==> src/rtl/word_game_pkg.sv <==
// Shared types and helpers for the word-game timer blocks: state encoding,
// BCD limits and a BCD conversion helper for decimal parameters.
package word_game_pkg;

  typedef enum logic [1:0] {
    IDLE    = 2'd0,
    RUN     = 2'd1,
    HOLD    = 2'd2,
    EXPIRED = 2'd3
  } state_e;

  localparam logic [7:0] BCD_MAX = 8'h99;

  // Two-digit BCD image of a small decimal value (0..99).
  function automatic logic [7:0] to_bcd2(input int unsigned value);
    logic [3:0] tens;
    logic [3:0] ones;
    tens = 4'((value / 10) % 10);
    ones = 4'(value % 10);
    return {tens, ones};
  endfunction

endpackage

==> src/rtl/bcd_counter2.sv <==
// Two-digit BCD counter with load, saturating increment and decrement that
// stops at zero. Priority: Reset/clear > load > inc > dec.
module bcd_counter2
  import word_game_pkg::*;
(
  input  logic       Clock,
  input  logic       Reset,
  input  logic       clear,
  input  logic       load,
  input  logic [7:0] load_value,
  input  logic       inc,
  input  logic       dec,
  output logic [7:0] value
);

  logic [7:0] value_q;
  logic [7:0] inc_value;
  logic [7:0] dec_value;

  always_comb begin
    inc_value = value_q;
    if (value_q != BCD_MAX) begin
      if (value_q[3:0] == 4'd9) inc_value = {value_q[7:4] + 4'd1, 4'd0};
      else                      inc_value = {value_q[7:4], value_q[3:0] + 4'd1};
    end
  end

  // Borrow from the tens digit so 10 steps down to 09, never 0F.
  always_comb begin
    dec_value = value_q;
    if (value_q != 8'h00) begin
      if (value_q[3:0] == 4'd0) dec_value = {value_q[7:4] - 4'd1, 4'd9};
      else                      dec_value = {value_q[7:4], value_q[3:0] - 4'd1};
    end
  end

  always_ff @(posedge Clock) begin
    if (Reset || clear) value_q <= 8'h00;
    else if (load)      value_q <= load_value;
    else if (inc)       value_q <= inc_value;
    else if (dec)       value_q <= dec_value;
  end

  assign value = value_q;

endmodule

==> src/rtl/word_round_timer.sv <==
// Per-word countdown timer and BCD score accumulator for the word game.
// Optional best-score tracking is built when WORD_TIMER_HIGH_SCORE_EN is defined.
module word_round_timer
  import word_game_pkg::*;
#(
  parameter int unsigned TICKS_PER_SEC = 50000000,
  parameter int unsigned ROUND_SECONDS = 10
) (
  input  logic       Clock,
  input  logic       Reset,
  input  logic       Start,
  input  logic       Enable,
  input  logic       Submit,
  input  logic       InScore,
  output logic       TimeOut,
  output logic       Running,
  output logic [7:0] SecondsLeft,
  output logic [7:0] Score,
  output logic [7:0] HighScore
);

  localparam int unsigned   PW        = $clog2(TICKS_PER_SEC);
  localparam logic [PW-1:0] PRE_LAST  = PW'(TICKS_PER_SEC - 1);
  localparam logic [7:0]    ROUND_BCD = to_bcd2(ROUND_SECONDS);

  state_e        state_q;
  logic [PW-1:0] prescaler_q;
  logic          timeout_q;
  logic          running_q;
  logic          inscore_q;
  logic          tick;
  logic          sec_load;
  logic          sec_dec;
  logic          score_inc;

  assign tick      = (state_q == RUN) && (prescaler_q == PRE_LAST);
  assign sec_load  = Start && Enable;
  // Submit freezes the countdown even on the tick cycle.
  assign sec_dec   = Start && !Enable && !Submit && tick;
  assign score_inc = InScore && !inscore_q;

  always_ff @(posedge Clock) begin
    if (Reset) begin
      state_q     <= IDLE;
      prescaler_q <= '0;
      timeout_q   <= 1'b0;
      running_q   <= 1'b0;
    end else if (!Start) begin
      state_q     <= IDLE;
      prescaler_q <= '0;
      timeout_q   <= 1'b0;
      running_q   <= 1'b0;
    end else if (Enable) begin
      state_q     <= RUN;
      prescaler_q <= '0;
      timeout_q   <= 1'b0;
      running_q   <= 1'b1;
    end else begin
      case (state_q)
        RUN: begin
          if (Submit) begin
            state_q   <= HOLD;
            running_q <= 1'b0;
          end else if (tick) begin
            prescaler_q <= '0;
            if (SecondsLeft == 8'h01) begin
              state_q   <= EXPIRED;
              timeout_q <= 1'b1;
              running_q <= 1'b0;
            end
          end else begin
            prescaler_q <= prescaler_q + PW'(1);
          end
        end
        default: ;
      endcase
    end
  end

  always_ff @(posedge Clock) begin
    if (Reset) inscore_q <= 1'b0;
    else       inscore_q <= InScore;
  end

  bcd_counter2 u_seconds (
    .Clock      (Clock),
    .Reset      (Reset),
    .clear      (!Start),
    .load       (sec_load),
    .load_value (ROUND_BCD),
    .inc        (1'b0),
    .dec        (sec_dec),
    .value      (SecondsLeft)
  );

  bcd_counter2 u_score (
    .Clock      (Clock),
    .Reset      (Reset),
    .clear      (!Start),
    .load       (1'b0),
    .load_value (8'h00),
    .inc        (score_inc),
    .dec        (1'b0),
    .value      (Score)
  );

`ifdef WORD_TIMER_HIGH_SCORE_EN
  logic       start_q;
  logic [7:0] high_q;

  // BCD compares correctly as plain binary since each digit is monotonic.
  always_ff @(posedge Clock) begin
    if (Reset) begin
      start_q <= 1'b0;
      high_q  <= 8'h00;
    end else begin
      start_q <= Start;
      if (start_q && !Start && (Score > high_q)) high_q <= Score;
    end
  end

  assign HighScore = high_q;
`else
  assign HighScore = 8'h00;
`endif

  assign TimeOut = timeout_q;
  assign Running = running_q;

endmodule

==> config.mk <==
export PLATFORM = sky130hd
export DESIGN_NAME = word_round_timer
export DESIGN_NICKNAME = d
export VERILOG_FILES = /design/src/rtl/word_game_pkg.sv /design/src/rtl/bcd_counter2.sv /design/src/rtl/word_round_timer.sv
export SDC_FILE = /design/constraint.sdc
export NUM_CORES = 1
export LEC_CHECK = 0
export ABC_AREA = 1
export BUFFER_PORTS_ARGS = -buffer_cell sky130_fd_sc_hd__buf_4
export CAP_MARGIN = 0
export CORE_MARGIN = 1.5
export CORE_UTILIZATION = 40
export CTS_BUF_LIST = sky130_fd_sc_hd__clkbuf_16
export CTS_CLUSTER_DIAMETER = 200
export DETAILED_ROUTE_END_ITERATION = 8
export SYNTH_ARGS = -nofsm -noshare
export SYNTH_HDL_FRONTEND = slang
export SYNTH_HIERARCHICAL = 1
export SYNTH_SLANG_ARGS = --single-unit
==> constraint.sdc <==
create_clock -name Clock -period 2.6 [get_ports Clock]
set_input_delay 0.39 -clock Clock [delete_from_list [all_inputs] [get_ports Clock]]
set_output_delay 0.39 -clock Clock [all_outputs]
set_load 0.05 [all_outputs]
==> reports/qor.yml, run 1 <==
run_status:
  status: "finished clean"
critical_path:
  worst_setup_path_start_kind: "flip-flop"
  reg2reg_depth: 12
  crit_arrival_ps: 2290
  crit_fanout: 5
  cp.required_ps: 2820
  endpoint_kind: "flip-flop"
  worstSetupPathType: "reg -> reg"
final_layout:
  final_cell_mix: "nand2_1 (152), nor2_1 (91), inv_1 (53), dfxtp_1 (47), nand3_1 (40)"
  final_common_cell: "nand2_1"
  final_util_pct: 47.4
  design_area_mm2: 0.00394
  diodes: 0
  area_growth_pct: 13.2
  instances_no_fill: 709
  drive_gt1_share_pct: 16.1
  final_nets: 619
place:
  io_buffers: 23
  place_hpwl_mm: 6.44
  place_inst: 702
  place_congestion: 0.899
  postPlaceCellArea_mm2: 0.00380
sta:
  grt_setup_unrepaired: "no"
  setup_viol: 0
  fin_setup_tns_ps: 0
  finalCritPeriodShare_pct: 79.3
  fmax_mhz: 485
  period_needed_ps: 2060
  clock_skew_ps: 5.12
  timing.final.hold_violations: 0
  slew_viol_final: 0
clocking:
  cts_resized: 0
  cts_root_buffer: "clkbuf_16"
  tritoncts: "done"
  worstSkewPairLatency_ps: 290
  postCtsSetupBuffers: 0
  ctsHoldBuffers: 0
  htreeDepth: 2
  clock_path_buffers: 2
  numCtsBuffers: 5
  cts_sinks: 47
  path_clk_slew_ps: 60
power_and_ir_drop:
  p_int_mw: 1.21
  finalPower_mw: 1.79
  p_sw_share_pct: 32.4
  cellPowerDensity_mw_per_mm2: 454
  clkPwrFrac_pct: 34.1
  seqPwrFrac_pct: 43.1
  combPwrFrac_pct: 22.8
  leakage_nw: 1.71
  p_switching_uw: 579
  vdd_drop_max_v: 0.000264
yosys:
  syn-instance-count: 555
  synth_seq_area_share_pct: 27.1
  synth_largest_area_cell: "dfxtp_1"
  syn_area_mm2: 0.00348
  ys_ff_latch: 47
  postSynthAreaPerCell_um2: 6.27
  synth.top_cells.by_area: "dfxtp_1 (27%), nand2_1 (16%), nor2_1 (9.8%)"
  yosysTopAreaCellShare_pct: 27.1
  yosysWarnings: 6
  synth_cell_types: 34
drt:
  wl_mm: 8.08
  drc: 0
  drt_iter0_drc: 163
  dr.pass1.iters: 4
  wire_per_inst_um: 11.4
  final_antenna_net_count: 0
  vias_per_cell: 4.81
  vias: 3408
floorplanning:
  num_rows: 33
  die_h_um: 96.2
  pin_count: 32
  chipWidth_um: 96.2
  core_area_mm2: 0.00830
  initial_core_util_pct: 41.9
  die_area_mm2: 0.00926
hold_path:
  hold_depth: 2
  hp-class: "in -> reg"
run:
  drv_cap: 0
global_routing:
  antenna_found_initial: 0
  grt_pass1_vias: 3058
  grt.overflow.total: 0
  grt_max_degree: 14
  grtUsageTotal_pct: 18.6
  grt_pass1_wl_mm: 13.8
critical path, cell delays in order (launching register included):
cell,delay (ps)
dfxtp_1,380
ha_1,180
nand2_1,110
nor2_4,160
nand2_1,80
nor2_2,120
nand2_1,60
nor4_1,260
nor2_2,100
o21bai_1,180
nor2_2,160
nand3_1,110
a21oi_2,120
state kept, by name (all words and copies together), names as in the netlist:
name	count
u_score/value	8
inscore_q	1
u_seconds/value	8
prescaler_q	26
Running	1
state_q	2
TimeOut	1
worst paths after layout:
path | start | to | slack, ps
setup / recovery | prescaler_q[0] | u_seconds/value[2] | 540
hold / removal | Reset | inscore_q | 300
setup reg to reg | prescaler_q[0] | u_seconds/value[2] | 540
hold reg to reg | Running | Running | 480
stage by stage:
step                      setup WS [ps]  hold WS, ps
after detailed placement            559          467
after global placement              624          461
after CTS                           524          298
after global routing                305          296
final                               538          299
after floorplan                     770          452
cell usage after synthesis:
library cell  number
nand4_2            1
nand3_4            4
nor2_2            18
a21oi_1           15
nor3_1            15
xnor2_1            2
conb_1             2
nand3_1           40
nor2_4             8
nand2_1          152
a211oi_1           2
o21bai_1           4
buf_6              2
or2_2              3
dfxtp_1           47
o31ai_1            1
nand3b_1           4
inv_1             53
nor4_1             1
inv_2             14
nor3_4             1
o21a_1             1
a31oi_1            4
nand3_2            2
xor2_1             8
o21ai_1            2
ha_1               9
buf_4             10
nor2_1            91
nand4_1           12
o211ai_1           4
a21oi_2            2
o21ai_0            7
nand2_2           14
cell type report:
class / count / area (um^2)
clock buffers: 5 / 125
clock inverters: 2 / 8.76
repair buffers: 24 / 180
flip-flops and latches: 47 / 941
multi-input cells: 459 / 2300
fillers: 889 / 4360
inverters: 67 / 251
well taps: 105 / 131
per-layer routing:
| metal | global-route usage, % | vias up | share of wire [%] |
|---|---|---|---|
| li1 | - | 1819 | - |
| met1 | 24.5 | 1539 | 50 |
| met2 | 31.7 | 43 | 46 |
| met3 | 2.53 | 7 | 3.0 |
| met4 | 4.90 | 0 | 0.89 |
| met5 | 0 | - | 0 |
power by group through the flow:
stage / combinational [mW] / sequential [mW] / clock [mW]
5_1_grt: 0.459 / 0.773 / 0.653
6_report: 0.408 / 0.770 / 0.609
4_1_cts: 0.407 / 0.770 / 0.625
2_1_floorplan: 0.281 / 0.836 / 0
3_3_place_gp: 0.403 / 0.785 / 0
3_5_place_dp: 0.406 / 0.786 / 0
logic make-up after synthesis:
logic type	count (synthesis)	share of synthesized area, %
AOI/OAI and AO/OA	42	7.27
xor gates and xnor gates	10	2.52
adders and majority gates	9	3.24
buffers and inverters	79	10.0
DFF	47	27.1
other	2	0.216
and+or+nand+nor	366	49.7
Power figures use the tool's default switching activity.
==> inputs of run 2 (changes only) <==
ABC_AREA = 0   (was 1)
clock period = 2.1 ns   (was 2.6 ns; I/O delays follow)
==> reports/qor.yml, run 2 <==
run_status:
  status: "finished, violations left"  # was finished clean
  failed_checks: "negative setup slack"
clocking:
  path_clk_slew_ps: 60  # about the same
  htreeDepth: 2  # unchanged
  cts_root_buffer: "clkbuf_16"  # unchanged
  cts_sinks: 47  # unchanged
  numCtsBuffers: 5  # unchanged
  worstSkewPairLatency_ps: 280  # was 290 ps
  clock_path_buffers: 2  # unchanged
  tritoncts: "done"  # unchanged
final_layout:
  largest_register: "prescaler_q"  # unchanged
  final_util_pct: 52.0  # was 47.4%
  diodes: 0  # unchanged
  design_area_mm2: 0.00400  # was 0.00394 mm^2
  final_nets: 488  # was 619
  final_common_cell: "buf_4"  # was nand2_1
  area_growth_pct: 26.1  # was 13.2%
  largest_reg_flops: 26  # unchanged
  drive_gt1_share_pct: 24.4  # was 16.1%
  final_cell_mix: "buf_4 (73), nor2_1 (47), dfxtp_1 (45), conb_1 (32), nand2_1 (31)"  # was nand2_1 (152), nor2_1 (91), inv_1 (53), dfxtp_1 (47), nand3_1 (40)
  instances_no_fill: 574  # was 709
drt:
  drc: 0  # unchanged
  dr.pass1.iters: 4  # unchanged
  vias_per_cell: 5.21  # was 4.81
  wire_per_inst_um: 13.2  # was 11.4 um
  drt_iter0_drc: 127  # was 163
  vias: 2990  # was 3408
  wl_mm: 7.58  # was 8.08 mm
  final_antenna_net_count: 0  # unchanged
critical_path:
  crit_arrival_ps: 2420  # was 2290 ps
  crit_fanout: 6  # was 5
  endpoint_kind: "flip-flop"  # unchanged
  cp.required_ps: 2280  # was 2820 ps
  worst_setup_path_start_kind: "flip-flop"  # unchanged
  worstSetupPathType: "reg -> reg"  # unchanged
yosys:
  syn_area_mm2: 0.00317  # was 0.00348 mm^2
  yosysWarnings: 6  # unchanged
  synth_seq_area_share_pct: 29.7  # was 27.1%
  synth_ff_type: "dfxtp_1"  # unchanged
  ys_ff_latch: 47  # unchanged
  postSynthAreaPerCell_um2: 8.20  # was 6.27 um^2
  syn-instance-count: 387  # was 555
  synthTopCellsByCount: "dfxtp_1 (47), nor2_1 (47), nand2_1 (31)"  # was nand2_1 (152), nor2_1 (91), inv_1 (53)
  yosysTopAreaCellShare_pct: 29.7  # was 27.1%
  synth.top_cells.by_area: "dfxtp_1 (30%), nor2_1 (5.6%), buf_4 (4.0%)"  # was dfxtp_1 (27%), nand2_1 (16%), nor2_1 (9.8%)
  async_reset_ff_share_pct: 0  # unchanged
  synth_largest_area_cell: "dfxtp_1"  # unchanged
  synth_edf_count: 0  # unchanged
  synth_cell_types: 59  # was 34
power_and_ir_drop:
  vdd_drop_max_v: 0.000303  # was 0.000264 V
  cellPowerDensity_mw_per_mm2: 535  # was 454 mW/mm^2
  finalPower_mw: 2.14  # was 1.79 mW
  leakage_nw: 1.55  # was 1.71 nW
sta:
  max_slew.worst_pin.slew_ps: 546
  slew_headroom_pct: 63.5
  clock_skew_ps: 3.42  # was 5.12 ps
  fmax_mhz: 446  # was 485 MHz
  setup_viol: 7  # was 0
  finalCritPeriodShare_pct: 107  # was 79.3%
  hold_ws_ps: 234  # was 299 ps
  slew_viol_final: 0  # unchanged
  grt_setup_unrepaired: "yes"  # was no
  timing.final.hold_violations: 0  # unchanged
  finalWorstSetupSlack_ps: -142  # was 538 ps
  period_needed_ps: 2240  # was 2060 ps
global_routing:
  grt.overflow.total: 0  # unchanged
  antenna_found_initial: 0  # unchanged
  grt_pass1_wl_mm: 13.0  # was 13.8 mm
  grt_pass1_vias: 2739  # was 3058
  grtUsageTotal_pct: 18.6  # about the same
  grt_max_degree: 26  # was 14
floorplanning:
  pin_count: 32  # unchanged
  initial_core_util_pct: 41.3  # was 41.9%
  core_area_mm2: 0.00769  # was 0.00830 mm^2
  num_rows: 32  # was 33
  die_area_mm2: 0.00847  # was 0.00926 mm^2
  chipWidth_um: 92.0  # was 96.2 um
  die_h_um: 92.0  # was 96.2 um
hold_path:
  hp-class: "in -> reg"  # unchanged
place:
  place_hpwl_mm: 5.63  # was 6.44 mm
  postPlaceCellArea_mm2: 0.00383  # was 0.00380 mm^2
  io_buffers: 23  # unchanged
  place_congestion: 0.862  # was 0.899
  place_inst: 565  # was 702
run:
  drv_cap: 0  # unchanged
[run 2: cell count changes in the layout (fill, tap and decap cells not counted), moves of 7 or more]
| cell | previous run | this run |
|---|---|---|
| nand2_1 | 152 | 31 |
| buf_4 | 24 | 73 |
| nor2_1 | 91 | 47 |
| inv_1 | 53 | 12 |
| nand3_1 | 40 | 14 |
| nor2_2 | 18 | 2 |
| inv_2 | 14 | 0 |
| nand2_2 | 14 | 0 |
| xnor2_1 | 2 | 14 |
| nor3_1 | 15 | 4 |
| a21oi_1 | 15 | 24 |
| and2_1 | 0 | 9 |
| nor2_4 | 8 | 0 |
| or3_1 | 0 | 7 |
[run 2: repair_timing]
action	CTS	global route
gates resized for setup	0	3
gates cloned	0	0
setup endpoints to repair	7	8
pin swaps	0	1
buffers inserted	1	2
hold buffers	0	0
[run 2: layer usage]
layer,track usage [%],routed length (um),up-vias
met5,0,0,-
met2,29.6,3440,39
met4,4.36,64,0
li1,-,-,1535
met3,2.99,201,6
met1,26.3,3870,1410
[run 2: power by group]
group	switching (mW)	internal, mW
Combinational	0.285	0.174
Clock	0.314	0.424
Sequential	0.0329	0.911
Total	0.631	1.51
[run 2: final timing paths]
path | startpoint | end | slack (ps) | cells past startpoint
setup / recovery | prescaler_q[7] | u_seconds/value[7] | -140 | 9
hold reg to reg | TimeOut | TimeOut | 480 | 2
hold / removal | Reset | inscore_q | 230 | 2
setup reg to reg | prescaler_q[7] | u_seconds/value[7] | -140 | 9
[run 2: kinds of logic (layout without fill, tap and decap cells)]
| family | after synthesis | after routing | synth area share (%) |
|---|---|---|---|
| other cells | 2 | 32 | 0.237 |
| xor+xnor | 26 | 26 | 7.18 |
| fa+ha+maj | 9 | 9 | 3.55 |
| mux | 2 | 2 | 0.631 |
| flops | 47 | 47 | 29.7 |
| compound gates | 81 | 81 | 18.9 |
| simple gates | 184 | 184 | 33.4 |
| buf+inv | 36 | 91 | 6.51 |
[run 2: area by class of cell]
type                       instances  area [um^2]
fill                             763         3690
clock buffer                       5          125
tap                              102          128
inverter                          11         41.3
timing repair buffer              74          568
multi-input combinational        334         2190
clock inverter                     1         3.75
sequential                        47          943
[run 2: stage by stage]
step	setup slack, ps	TNS [ps]
2_1_floorplan	-124	-334
3_3_place_gp	-80.0	-185
3_5_place_dp	-107	-317
4_1_cts	-132	-526
5_1_grt	-318	-1820
6_report	-142	-589
[run 2: worst max-delay path, stage by stage, from the launching register on]
cell and delay, ps:
dfxtp_2 330, nor4b_4 260, nand4_1 160, or3_4 370, nor4_4 170, nor4b_2 240, o21a_1 150, o211a_4 190
a21oi_1 70, a31o_1 180
==> inputs of run 3 (changes only) <==
SYNTH_HIERARCHICAL = default   (was 1)
==> reports/qor.yml, run 3 <==
sta:
  finalCritPeriodShare_pct: 94.7  # was 107%
  setup_viol: 0  # was 7
  period_needed_ps: 1990  # was 2240 ps
  slew_viol_final: 0  # unchanged
  hold_ws_ps: 197  # was 234 ps
  clock_skew_ps: 4.71  # was 3.42 ps
  fmax_mhz: 503  # was 446 MHz
  timing.final.hold_violations: 0  # unchanged
clocking:
  htreeDepth: 2  # unchanged
  cts_sinks: 47  # unchanged
  tritoncts: "done"  # unchanged
  numCtsBuffers: 5  # unchanged
  clock_path_buffers: 2  # unchanged
  cts_root_buffer: "clkbuf_16"  # unchanged
  postCtsSetupBuffers: 0  # was 1
  path_clk_slew_ps: 60  # about the same
  worstSkewPairLatency_ps: 290  # was 280 ps
drt:
  wl_mm: 5.52  # was 7.58 mm
  vias: 2235  # was 2990
  drt_iter0_drc: 104  # was 127
  vias_per_cell: 5.45  # was 5.21
  wire_per_inst_um: 13.5  # was 13.2 um
  drc: 0  # unchanged
  dr.pass1.iters: 4  # unchanged
  final_antenna_net_count: 0  # unchanged
yosys:
  synth_seq_area_share_pct: 37.2  # was 29.7%
  postSynthAreaPerCell_um2: 8.70  # was 8.20 um^2
  synth_cell_types: 50  # was 59
  ys_ff_latch: 47  # unchanged
  synthTopCellsByCount: "dfxtp_1 (47), nor2_1 (19), nand2_1 (18)"  # was dfxtp_1 (47), nor2_1 (47), nand2_1 (31)
  async_reset_ff_share_pct: 0  # unchanged
  syn-instance-count: 291  # was 387
  syn_area_mm2: 0.00253  # was 0.00317 mm^2
  synth_edf_count: 0  # unchanged
  synth.top_cells.by_area: "dfxtp_1 (37%), a211oi_1 (3.9%), nand4_1 (3.7%)"  # was dfxtp_1 (30%), nor2_1 (5.6%), buf_4 (4.0%)
  synth.most_common_cell: "dfxtp_1"
  synth_ff_type: "dfxtp_1"  # unchanged
  yosysWarnings: 0  # was 6
  yosysTopAreaCellShare_pct: 37.2  # was 29.7%
  synth_largest_area_cell: "dfxtp_1"  # unchanged
critical_path:
  crit_arrival_ps: 2190  # was 2420 ps
  path_buf_inv: 0  # unchanged
  cp_top_family: "simple AND/OR/NAND/NOR gates"  # unchanged
  slowest_delay_ps: 500  # was 370 ps
  r2r_setup_slack_ps: 110  # was -140 ps
  cp.required_ps: 2300  # was 2280 ps
  crit_slowest_cell: "or4_1"  # was or3_4
  worst_setup_path_start_kind: "flip-flop"  # unchanged
  crit_fanout: 5  # was 6
  endpoint_kind: "flip-flop"  # unchanged
  worstSetupPathType: "reg -> reg"  # unchanged
  crit_chain: "or3b_4, or3_4, or4_1, a211oi_1"  # was nor4b_4, nand4_1, or3_4, nor4_4, nor4b_2, o21a_1, o211a_4, a21oi_1, a31o_1
final_layout:
  largest_register: "prescaler_q"  # unchanged
  final_common_cell: "buf_4"  # unchanged
  final_cell_mix: "buf_4 (49), dfxtp_1 (47), nor2_1 (19), nand2_1 (18), nor3_1 (17)"  # was buf_4 (73), nor2_1 (47), dfxtp_1 (45), conb_1 (32), nand2_1 (31)
  area_growth_pct: 21.1  # was 26.1%
  drive_gt1_share_pct: 20.6  # was 24.4%
  largest_reg_flops: 26  # unchanged
  diodes: 0  # unchanged
  instances_no_fill: 410  # was 574
  final_nets: 345  # was 488
place:
  io_buffers: 23  # unchanged
  place_hpwl_mm: 3.84  # was 5.63 mm
  place_congestion: 0.814  # was 0.862
  place_inst: 401  # was 565
run:
  drv_cap: 0  # unchanged
power_and_ir_drop:
  cellPowerDensity_mw_per_mm2: 586  # was 535 mW/mm^2
  leakage_nw: 1.07  # was 1.55 nW
  vdd_drop_max_v: 0.000495  # was 0.000303 V
global_routing:
  grt_max_degree: 29  # was 26
  antenna_found_initial: 0  # unchanged
  grt.overflow.total: 0  # unchanged
  grt_pass1_wl_mm: 9.00  # was 13.0 mm
  grt_pass1_vias: 1916  # was 2739
  grtUsageTotal_pct: 17.0  # was 18.6%
floorplanning:
  num_rows: 28  # was 32
  core_area_mm2: 0.00603  # was 0.00769 mm^2
  initial_core_util_pct: 42.0  # was 41.3%
  die_h_um: 82.6  # was 92.0 um
  die_area_mm2: 0.00682  # was 0.00847 mm^2
  chipWidth_um: 82.6  # was 92.0 um
  pin_count: 32  # unchanged
hold_path:
  hp-class: "in -> reg"  # unchanged
run_status:
  status: "finished clean"  # was finished, violations left
## run 3: timing repair
item,4_1_cts,5_1_grt
endpoints found under the setup margin,0,7
hold buffers,0,0
gates resized for setup,0,2
## run 3: cell type report
class / count / area, um^2
Tap cell: 75 / 93.8
Fill cell: 585 / 2960
Multi-Input combinational cell: 220 / 1460
Inverter: 10 / 37.5
Timing Repair Buffer: 50 / 388
Sequential cell: 47 / 941
Clock inverter: 3 / 20.0
Clock buffer: 5 / 125
## run 3: per-layer routing
layer / vias to the layer above / routed length [um] / share of wire [%] / track usage, %
met3: 2 / 157 / 2.8 / 3.63
met4: 0 / 31 / 0.56 / 5.67
li1: 1149 / - / - / -
met5: - / 0 / 0 / 0
met2: 33 / 2570 / 47 / 25.9
met1: 1051 / 2760 / 50 / 23.8
## run 3: kinds of logic after synthesis
| group | share of synthesized area [%] |
|---|---|
| flip-flops | 37.2 |
| AND/OR/NAND/NOR | 33.4 |
| adder cells (fa/ha/maj) | 2.47 |
| AO/OA/AOI/OAI | 11.4 |
| multiplexers | 3.16 |
| other | 0.148 |
| XOR/XNOR | 5.53 |
| buffers and inverters | 6.67 |
## run 3: power by group
part | total (mW) | switching [mW] | internal, mW | leakage, nW
logic | 0.119 | 0.0828 | 0.0363 | 0.629
registers | 0.900 | 0.00384 | 0.896 | 0.379
clock network | 0.779 | 0.340 | 0.439 | 0.0658
total | 1.80 | 0.427 | 1.37 | 1.07
## run 3: path summary, 6_finish.rpt
check                     startpoint                  to  cells past startpoint
setup reg to reg          state_q[0]     prescaler_q[18]                      4
setup / recovery          state_q[0]     prescaler_q[18]                      4
hold reg to reg   u_seconds.value[5]  u_seconds.value[5]                      2
hold / removal                 Reset           inscore_q                      2
## run 3: worst reg2reg max path, cell delays in order (launching register included)
cell and delay (ps):
dfxtp_1 330, or3b_4 410, or3_4 440, or4_1 500
a211oi_1 230
## run 3: stage by stage
step / util, % / setup TNS (ps) / worst slack [ps] / power [mW] / area [um^2]
after global routing: 50.9 / -4.97 / -4.97 / 1.87 / 3070
after floorplan: - / 0 / 61.2 / 1.01 / 2560
after CTS: 50.7 / 0 / 26.1 / 1.82 / 3050
final: 50.9 / 0 / 111 / 1.80 / 3070
after detailed placement: 48.3 / -270 / -70.8 / 1.04 / 2910
after global placement: 48.3 / -38.4 / -14.0 / 1.04 / 2910
